[src/rtl/irq_seq_pkg.sv]
// Shared types and constants for the S1C88 interrupt-entry sequencer.
package irq_seq_pkg;

  typedef enum logic [2:0] {
    IDLE,
    ACK,
    RD_LO,
    RD_HI,
    DONE
  } state_e;

  localparam logic [23:0] DEFAULT_VECTOR_BASE = 24'h000000;
  localparam int          WAIT_W              = 8;

endpackage

[src/rtl/irq_level_enc.sv]
// Highest-pending-level encoder: returns the index of the top set bit of irq_i[3:1].
module irq_level_enc (
  input  logic [3:0] irq_i,
  output logic [1:0] level_o
);

  // NOTE: every path assigns level_o, so this block cannot infer a latch.
  always_comb begin
    if (irq_i[3])      level_o = 2'd3;
    else if (irq_i[2]) level_o = 2'd2;
    else if (irq_i[1]) level_o = 2'd1;
    else               level_o = 2'd0;
  end

endmodule

[src/rtl/irq_entry_sequencer.sv]
// Interrupt entry: mask compare, acknowledge, two-byte vector fetch, entry pulse.
module irq_entry_sequencer
  import irq_seq_pkg::*;
#(
  parameter int unsigned ACK_TIMEOUT = 15,
  parameter logic [23:0] VECTOR_BASE = DEFAULT_VECTOR_BASE
) (
  input  logic        clk,
  input  logic        reset,
  input  logic [3:0]  cpu_irq,
  input  logic [1:0]  irq_mask,
  input  logic        insn_boundary,
  output logic        cpu_iack,
  output logic        bus_read,
  output logic [23:0] bus_address_out,
  input  logic [7:0]  bus_data_in,
  input  logic        bus_ack,
  output logic        busy,
  output logic        entry_valid,
  output logic [15:0] entry_pc,
  output logic [1:0]  entry_level,
  output logic        spurious,
  output logic        bus_error
);

  localparam logic [WAIT_W-1:0] TIMEOUT_CNT = WAIT_W'(ACK_TIMEOUT);

  state_e            state_q;
  logic [WAIT_W-1:0] wait_q;
  logic [23:0]       addr_q;
  logic [7:0]        lo_q;
  logic [15:0]       entry_pc_q;
  logic [1:0]        entry_level_q;
  logic              bus_read_q;
  logic              entry_valid_q;
  logic              spurious_q;
  logic              bus_error_q;
  logic [1:0]        level;

  irq_level_enc u_level_enc (
    .irq_i   (cpu_irq),
    .level_o (level)
  );

  // NOTE: sequential state uses non-blocking assignments only; the pulse
  // outputs default low each cycle so any set below lasts exactly one cycle.
  always_ff @(posedge clk or posedge reset) begin
    if (reset) begin
      state_q       <= IDLE;
      wait_q        <= '0;
      addr_q        <= '0;
      lo_q          <= '0;
      entry_pc_q    <= '0;
      entry_level_q <= '0;
      bus_read_q    <= 1'b0;
      entry_valid_q <= 1'b0;
      spurious_q    <= 1'b0;
      bus_error_q   <= 1'b0;
    end else begin
      entry_valid_q <= 1'b0;
      spurious_q    <= 1'b0;
      bus_error_q   <= 1'b0;
      case (state_q)
        IDLE: begin
          if (insn_boundary && (level > irq_mask)) begin
            entry_level_q <= level;
            state_q       <= ACK;
          end
        end
        ACK: begin
          // A request withdrawn before the acknowledge is dropped without any bus traffic.
          if (level == 2'd0) begin
            spurious_q <= 1'b1;
            state_q    <= IDLE;
          end else begin
            addr_q     <= VECTOR_BASE + {16'h0000, bus_data_in};
            wait_q     <= '0;
            bus_read_q <= 1'b1;
            state_q    <= RD_LO;
          end
        end
        RD_LO, RD_HI: begin
          if (bus_ack) begin
            wait_q <= '0;
            if (state_q == RD_LO) begin
              lo_q    <= bus_data_in;
              addr_q  <= addr_q + 24'd1;
              state_q <= RD_HI;
            end else begin
              entry_pc_q    <= {bus_data_in, lo_q};
              entry_valid_q <= 1'b1;
              bus_read_q    <= 1'b0;
              state_q       <= DONE;
            end
          end else if (wait_q == TIMEOUT_CNT) begin
            bus_error_q <= 1'b1;
            bus_read_q  <= 1'b0;
            state_q     <= IDLE;
          end else begin
            wait_q <= wait_q + WAIT_W'(1);
          end
        end
        DONE:    state_q <= IDLE;
        default: state_q <= IDLE;
      endcase
    end
  end

  assign cpu_iack        = (state_q == ACK);
  assign busy            = (state_q != IDLE);
  assign bus_read        = bus_read_q;
  assign bus_address_out = addr_q;
  assign entry_valid     = entry_valid_q;
  assign entry_pc        = entry_pc_q;
  assign entry_level     = entry_level_q;
  assign spurious        = spurious_q;
  assign bus_error       = bus_error_q;

endmodule
[config.mk]
export PLATFORM = sky130hd
export DESIGN_NAME = irq_entry_sequencer
export DESIGN_NICKNAME = d
export VERILOG_FILES = /design/src/rtl/irq_seq_pkg.sv /design/src/rtl/irq_level_enc.sv /design/src/rtl/irq_entry_sequencer.sv
export SDC_FILE = /design/constraint.sdc
export NUM_CORES = 1
export LEC_CHECK = 0
export CAP_MARGIN = 20
export CORE_MARGIN = 2
export CORE_UTILIZATION = 50
export DETAILED_ROUTE_END_ITERATION = 10
export GPL_ROUTABILITY_DRIVEN = 1
export PLACE_DENSITY_LB_ADDON = 0.08
export SYNTH_ARGS = -nofsm -noshare
export SYNTH_HDL_FRONTEND = slang
export SYNTH_HIERARCHICAL = 1
export SYNTH_SLANG_ARGS = --single-unit
[constraint.sdc]
create_clock -name clk -period 2.3 [get_ports clk]
set_input_delay 0.345 -clock clk [delete_from_list [all_inputs] [get_ports clk]]
set_output_delay 0.345 -clock clk [all_outputs]
set_load 0.005 [all_outputs]
==> results.py, run 1 <==
metrics = {
    "global_routing": {
        "first_global_vias": 2669,
        "grtUsageTotal_pct": 21.8,
        "antenna_found_initial": 0,
        "grt_pass1_wl_mm": 12.6,
        "overflow": 0,
        "grt_max_degree": 66,
    },
    "place": {
        "dp_cells": 451,
        "dp_slack_ps": -38.3,
        "postPlaceCellArea_um2": 4130,
        "port_buffers": 64,
        "place.gp.congestion": 0.783,
        "hpwl_mm": 5.12,
    },
    "sta": {
        "rsz0062_at_grt": "no",
        "skew_ps": 10.8,
        "layout_setup_ws_ps": 171,
        "finalHoldViolations": 0,
        "fin_crit_sh_pct": 92.6,
        "tightest_slew_ps": 580,
        "setup_viol": 0,
        "period_needed_ps": 2130,
        "fmax_ghz": 0.470,
        "tns_ps": 0,
        "whs_ps": 394,
        "maxSlewViolCount": 0,
        "relSlewSlack_pct": 61.0,
    },
    "layout": {
        "layout-drive-gt1-share_pct": 18.7,
        "area_growth_syn_to_layout_pct": 32.1,
        "finalNonFillerCells": 467,
        "antennaDiodeCount": 0,
        "fin_area_um2": 4350,
        "utilization_pct": 68.6,
        "fill_cells": 502,
        "nNetsFinal": 407,
    },
    "die": {
        "core_region_area_um2": 6350,
        "row_count": 29,
        "die_y_um": 85.2,
        "start_util_pct": 51.9,
        "pin_count": 66,
        "die_w_um": 85.2,
        "die_area_um2": 7260,
    },
    "worst_setup_path": {
        "critPathLaunchType": "register",
        "reg2reg_to": "bus_address_out[14]",
        "crit_path_max_fanout": 8,
        "crit_path_end": "bus_address_out[14]",
        "criticalPathCategory": "reg -> reg",
        "worstSetupStartpoint": "bus_address_out[0]",
        "reg2reg_slack_ps": 170,
        "crit_arrival_ps": 2400,
        "worstSetupEndpointType": "register",
        "r2r-start": "bus_address_out[0]",
        "crit_required_ps": 2570,
        "r2r.worst_path.cells": 5,
    },
    "detailed_routing": {
        "ant_nets": 0,
        "drt_drc_violations_left": 0,
        "drt_iter0_markers": 224,
        "drt_first_pass_iters": 4,
        "drt_wl_total_mm": 7.45,
        "wl_per_cell_um": 16.0,
        "num_vias": 2683,
        "vias_per_cell": 5.75,
    },
    "synthesis": {
        "ys_seq_area_share_pct": 49.4,
        "ys_ff_latch": 65,
        "yosysTopAreaCell": "dfrtp_1",
        "synth_top_cell_area_share_pct": 49.4,
        "synth_common_cells": "dfrtp_1, nand2_1, mux2_2, nand3_1, a21oi_1",
        "ys_types": 62,
        "syn_area_um2": 3300,
        "async_reset_ff_share_pct": 100,
        "syn_avg_cell_area_um2": 10.8,
        "synth_edf_count": 0,
        "synth_cells": 305,
        "netlist_top_cells_area": "dfrtp_1, mux2_2, mux2i_1",
        "ys.warnings.count": 6,
        "synth_top_flop_cell": "dfrtp_1",
        "yosysMostFrequentCell": "dfrtp_1",
        "synth_nets": 327,
    },
    "power_and_ir_drop": {
        "finalPower_mw": 4.94,
        "p_leak_nw": 1.84,
        "peakVddDrop_mv": 0.770,
        "powerDensity_nw_per_um2": 1130,
    },
    "min_path": {
        "hp-class": "in -> async",
    },
    "clocking": {
        "cts_buffer_depth": 2,
        "cts.clk_slew.worst_paths_ps": 80,
        "cts_setup_buffers": 0,
        "clk_latency_ps": 340,
        "cts_max_level": 3,
        "cts_buffers": 9,
        "cts_hold_buffers": 0,
        "cts_tree": "yes",
        "cts-resized-gates": 0,
        "root_buffer": "clkbuf_8",
        "clock-sinks": 65,
    },
    "flow_run": {
        "cap_violations": 0,
    },
    "status": {
        "status": "completed",
    },
}
[power breakdown]
part,switching (mW),leakage [nW],total (mW),internal [mW]
sequential,0.295,0.827,1.80,1.50
clock,0.475,0.113,1.12,0.644
combinational,0.876,0.900,2.02,1.15
total,1.65,1.84,4.94,3.29
[worst max-delay path: stages (launching register included)]
cell and delay (ps):
dfrtp_1 460, ha_1 290, nand2_1 100, or3_1 520, nor4b_1 470, mux2i_1 220
[area by class of cell]
class	instances	area, µm²	share of cell area, %
well taps	77	96.3	2.21
multi-input cells	211	1530	35.1
flip-flops and latches	65	1630	37.4
repair buffers	86	831	19.1
clock buffers	10	138	3.16
clock inverters	6	90.1	2.07
inverters	12	45.0	1.03
[placed cells by master (no fill, tap or decap), types with 3 or more instances in the layout]
cell type        count
o21ai_0              5
clkbuf_8            10
and3_1               3
and2_1               4
mux2i_1             10
nand2b_1            10
o31ai_1              8
nor4_1               4
mux2_1               8
or4_1                9
nand4_1              4
clkdlybuf4s50_1     64
inv_2                4
dfrtp_1             65
or2_1                4
ha_1                 4
nor2_1              10
a2bb2oi_1            3
nand3_1             15
mux2_2              18
nor3_1               6
nand2_1             21
buf_4               20
o21ai_1              4
a21oi_1             11
inv_1                8
nor4b_1              4
[kinds of logic (layout without fill, tap and decap cells)]
family                   Yosys count  after routing  synth area share [%]
buffers and inverters             29            114                  4.52
adder cells (fa/ha/maj)            4              4                  1.52
AO/OA/AOI/OAI                     55             55                  11.6
XOR/XNOR                           2              2                 0.532
AND/OR/NAND/NOR                  114            114                  20.6
flip-flops                        65             65                  49.4
multiplexers                      36             36                  11.9
[worst min-delay path by stage]
stage	depth (start not counted)	end	slack [ps]	from
after floorplan	1	wait_q[7]	450	wait_q[7]
after global placement	1	entry_pc[0]	460	lo_q[0]
after detailed placement	1	entry_pc[1]	470	lo_q[1]
after CTS	3	wait_q[2]	400	reset
after global routing	3	wait_q[2]	420	reset
final	3	wait_q[2]	390	reset
[state kept, by name, indices dropped and copies added (netlist names)]
| register | count |
|---|---|
| bus_error | 1 |
| spurious | 1 |
| bus_read | 1 |
| bus_address_out | 24 |
| wait_q | 8 |
| entry_level | 2 |
| state_q | 3 |
| entry_valid | 1 |
| lo_q | 8 |
| entry_pc | 16 |
[layer usage]
layer	GRT usage (%)	vias up	wire length, µm	share of wire, %
met3	6.13	11	402	5.4
met4	8.66	0	123	1.7
li1	-	1294	-	-
met1	29.9	1310	3470	47
met5	0	-	0	0
met2	33.1	68	3460	46
(Power assumes the default switching activity.)
==> run 2: changes to the inputs <==
--- a/config.mk
+++ b/config.mk
@@ -11,6 +11,7 @@
 export DETAILED_ROUTE_END_ITERATION = 10
 export GPL_ROUTABILITY_DRIVEN = 1
 export PLACE_DENSITY_LB_ADDON = 0.08
+export REMOVE_ABC_BUFFERS = 1
 export SYNTH_ARGS = -nofsm -noshare
 export SYNTH_HDL_FRONTEND = slang
 export SYNTH_HIERARCHICAL = 1
==> results.py, run 2 (synthesized netlist as in run 1, its figures left out) <==
metrics = {
    "detailed_routing": {
        "ant_nets": 0,
        "drt_drc_violations_left": 0,
        "drt_first_pass_iters": 4,
        "drt_wl_total_mm": 7.40,
        "vias_per_cell": 5.75,
        "drt_iter0_markers": 115,
        "num_vias": 2666,
        "wl_per_cell_um": 15.9,
    },
    "global_routing": {
        "grt_max_degree": 41,
        "antenna_found_initial": 0,
        "overflow": 0,
        "grtUsageTotal_pct": 21.7,
        "grt_pass1_wl_mm": 12.4,
        "first_global_vias": 2593,
    },
    "layout": {
        "nNetsFinal": 404,
        "fill_cells": 494,
        "area_growth_syn_to_layout_pct": 31.2,
        "layout-drive-gt1-share_pct": 18.3,
        "largest_reg_flops": 24,
        "antennaDiodeCount": 0,
        "final_common_cell": "dfrtp_1",
        "final_cell_mix": "dfrtp_1, clkdlybuf4s50_1, nand2_1",
        "finalNonFillerCells": 464,
    },
    "worst_setup_path": {
        "crit_required_ps": 2570,
        "path_buf_inv": 0,
        "reg2reg_to": "bus_address_out[22]",
        "crit_path_max_fanout": 8,
        "worstSetupStartpoint": "bus_address_out[0]",
        "crit_path_end": "bus_address_out[22]",
        "crit_arrival_ps": 2390,
        "path_delay_family": "simple AND/OR/NAND/NOR gates",
        "worstSetupEndpointType": "register",
        "criticalPathCategory": "reg -> reg",
        "cp.depth": 5,
        "reg2reg_slack_ps": 180,
        "max_stage_delay_ps": 520,
        "r2r-start": "bus_address_out[0]",
        "critPathLaunchType": "register",
        "timing.critical_path.cells": "ha_1 -> nand2_1 -> or3_1 -> nor4b_1 -> mux2i_1",
        "cp_slowest_cell": "or3_1",
        "r2r.worst_path.cells": 5,
    },
    "die": {
        "start_util_pct": 51.9,
        "pin_count": 66,
        "die_w_um": 85.2,
        "row_count": 29,
        "core_region_area_um2": 6350,
        "die_area_um2": 7260,
        "die_y_um": 85.2,
    },
    "sta": {
        "fin_crit_sh_pct": 92.0,
        "maxSlewViolCount": 0,
        "layout_setup_ws_ps": 183,
        "finalHoldViolations": 0,
        "setup_viol": 0,
        "tns_ps": 0,
        "tightest_slew_ps": 581,
        "period_needed_ps": 2120,
        "relSlewSlack_pct": 61.0,
        "fmax_ghz": 0.472,
        "skew_ps": 11.9,
        "whs_ps": 374,
        "rsz0062_at_grt": "yes",
    },
    "clocking": {
        "cts.clk_slew.worst_paths_ps": 80,
        "cts_buffer_depth": 2,
        "clock-sinks": 65,
        "root_buffer": "clkbuf_8",
        "cts_hold_buffers": 0,
        "cts_buffers": 9,
        "cts_tree": "yes",
        "cts_max_level": 3,
        "clk_latency_ps": 350,
    },
    "power_and_ir_drop": {
        "powerDensity_nw_per_um2": 1120,
        "seqPwrFrac_pct": 36.7,
        "p_clk_share_pct": 20.7,
        "p_leak_nw": 1.82,
        "p_int_mw": 3.17,
        "p_comb_share_pct": 42.6,
        "p_sw_share_pct": 34.6,
        "peakVddDrop_mv": 0.673,
        "power.switching_mw": 1.68,
    },
    "status": {
        "status": "completed",
    },
    "place": {
        "hpwl_mm": 5.14,
        "dp_slack_ps": -34.8,
        "dp_cells": 448,
        "place.gp.congestion": 0.822,
        "port_buffers": 64,
    },
    "flow_run": {
        "cap_violations": 0,
    },
    "min_path": {
        "hp-class": "in -> async",
    },
}
-- run 2: changes by cell type in the layout (fill, tap and decap cells not counted), sizes merged --
cell,before,now
clkbuf,10,9
bufinv,2,1
inv,13,14
buf,22,19
clkinv,2,3
-- run 2: layer usage --
layer	vias to the layer above	track usage, %	share of wire (%)
li1	1284	-	-
met1	1301	28.8	45
met2	69	34.4	49
met3	12	4.28	4.4
met4	0	9.96	1.7
met5	-	0	0
-- run 2: worst min-delay path by stage --
| stage | start | endpoint | slack [ps] |
|---|---|---|---|
| finish | reset | entry_pc[2] | 370 |
| global route | reset | entry_pc[2] | 420 |
| CTS | reset | entry_pc[7] | 390 |
| detailed placement | lo_q[4] | entry_pc[4] | 480 |
| global placement | lo_q[5] | entry_pc[5] | 460 |
| floorplan | wait_q[7] | wait_q[7] | 450 |
-- run 2: through the flow --
stage | util [%] | cell area (µm²) | total power, mW
2_1_floorplan | - | 3190 | 2.78
3_3_place_gp | 64.8 | 4120 | 3.81
3_5_place_dp | 64.8 | 4120 | 3.87
4_1_cts | 68.0 | 4320 | 4.89
5_1_grt | 68.1 | 4320 | 5.16
6_report | 68.1 | 4320 | 4.85
-- run 2: what timing repair did --
action	in CTS	in global routing
endpoints found under the setup margin	0	1
resized for setup	0	1
buffers inserted	0	0
-- run 2: final cells by class --
type | instances | area, µm² | area share, %
Clock buffer | 9 | 124 | 2.87
Tap cell | 77 | 96.3 | 2.23
Clock inverter | 7 | 77.6 | 1.79
Multi-Input combinational cell | 211 | 1530 | 35.5
Inverter | 12 | 45.0 | 1.04
Sequential cell | 65 | 1630 | 37.6
Timing Repair Buffer | 83 | 821 | 19.0
-- run 2: power groups by stage --
stage               registers [mW]  clock network (mW)  logic [mW]
finish                        1.78                1.01        2.07
global route                  1.83                1.07        2.26
CTS                           1.78                1.02        2.09
floorplan                     1.80                   0       0.981
global placement              1.79                   0        2.03
detailed placement            1.80                   0        2.07
==> run 3: changes to the inputs <==
--- a/config.mk
+++ b/config.mk
@@ -5,6 +5,7 @@
 export SDC_FILE = /design/constraint.sdc
 export NUM_CORES = 1
 export LEC_CHECK = 0
+export ABC_CLOCK_PERIOD_IN_PS = 2300
 export CAP_MARGIN = 20
 export CORE_MARGIN = 2
 export CORE_UTILIZATION = 50
==> results of run 3 <==
Final layout, timing and power as in run 2 (identical DEF).
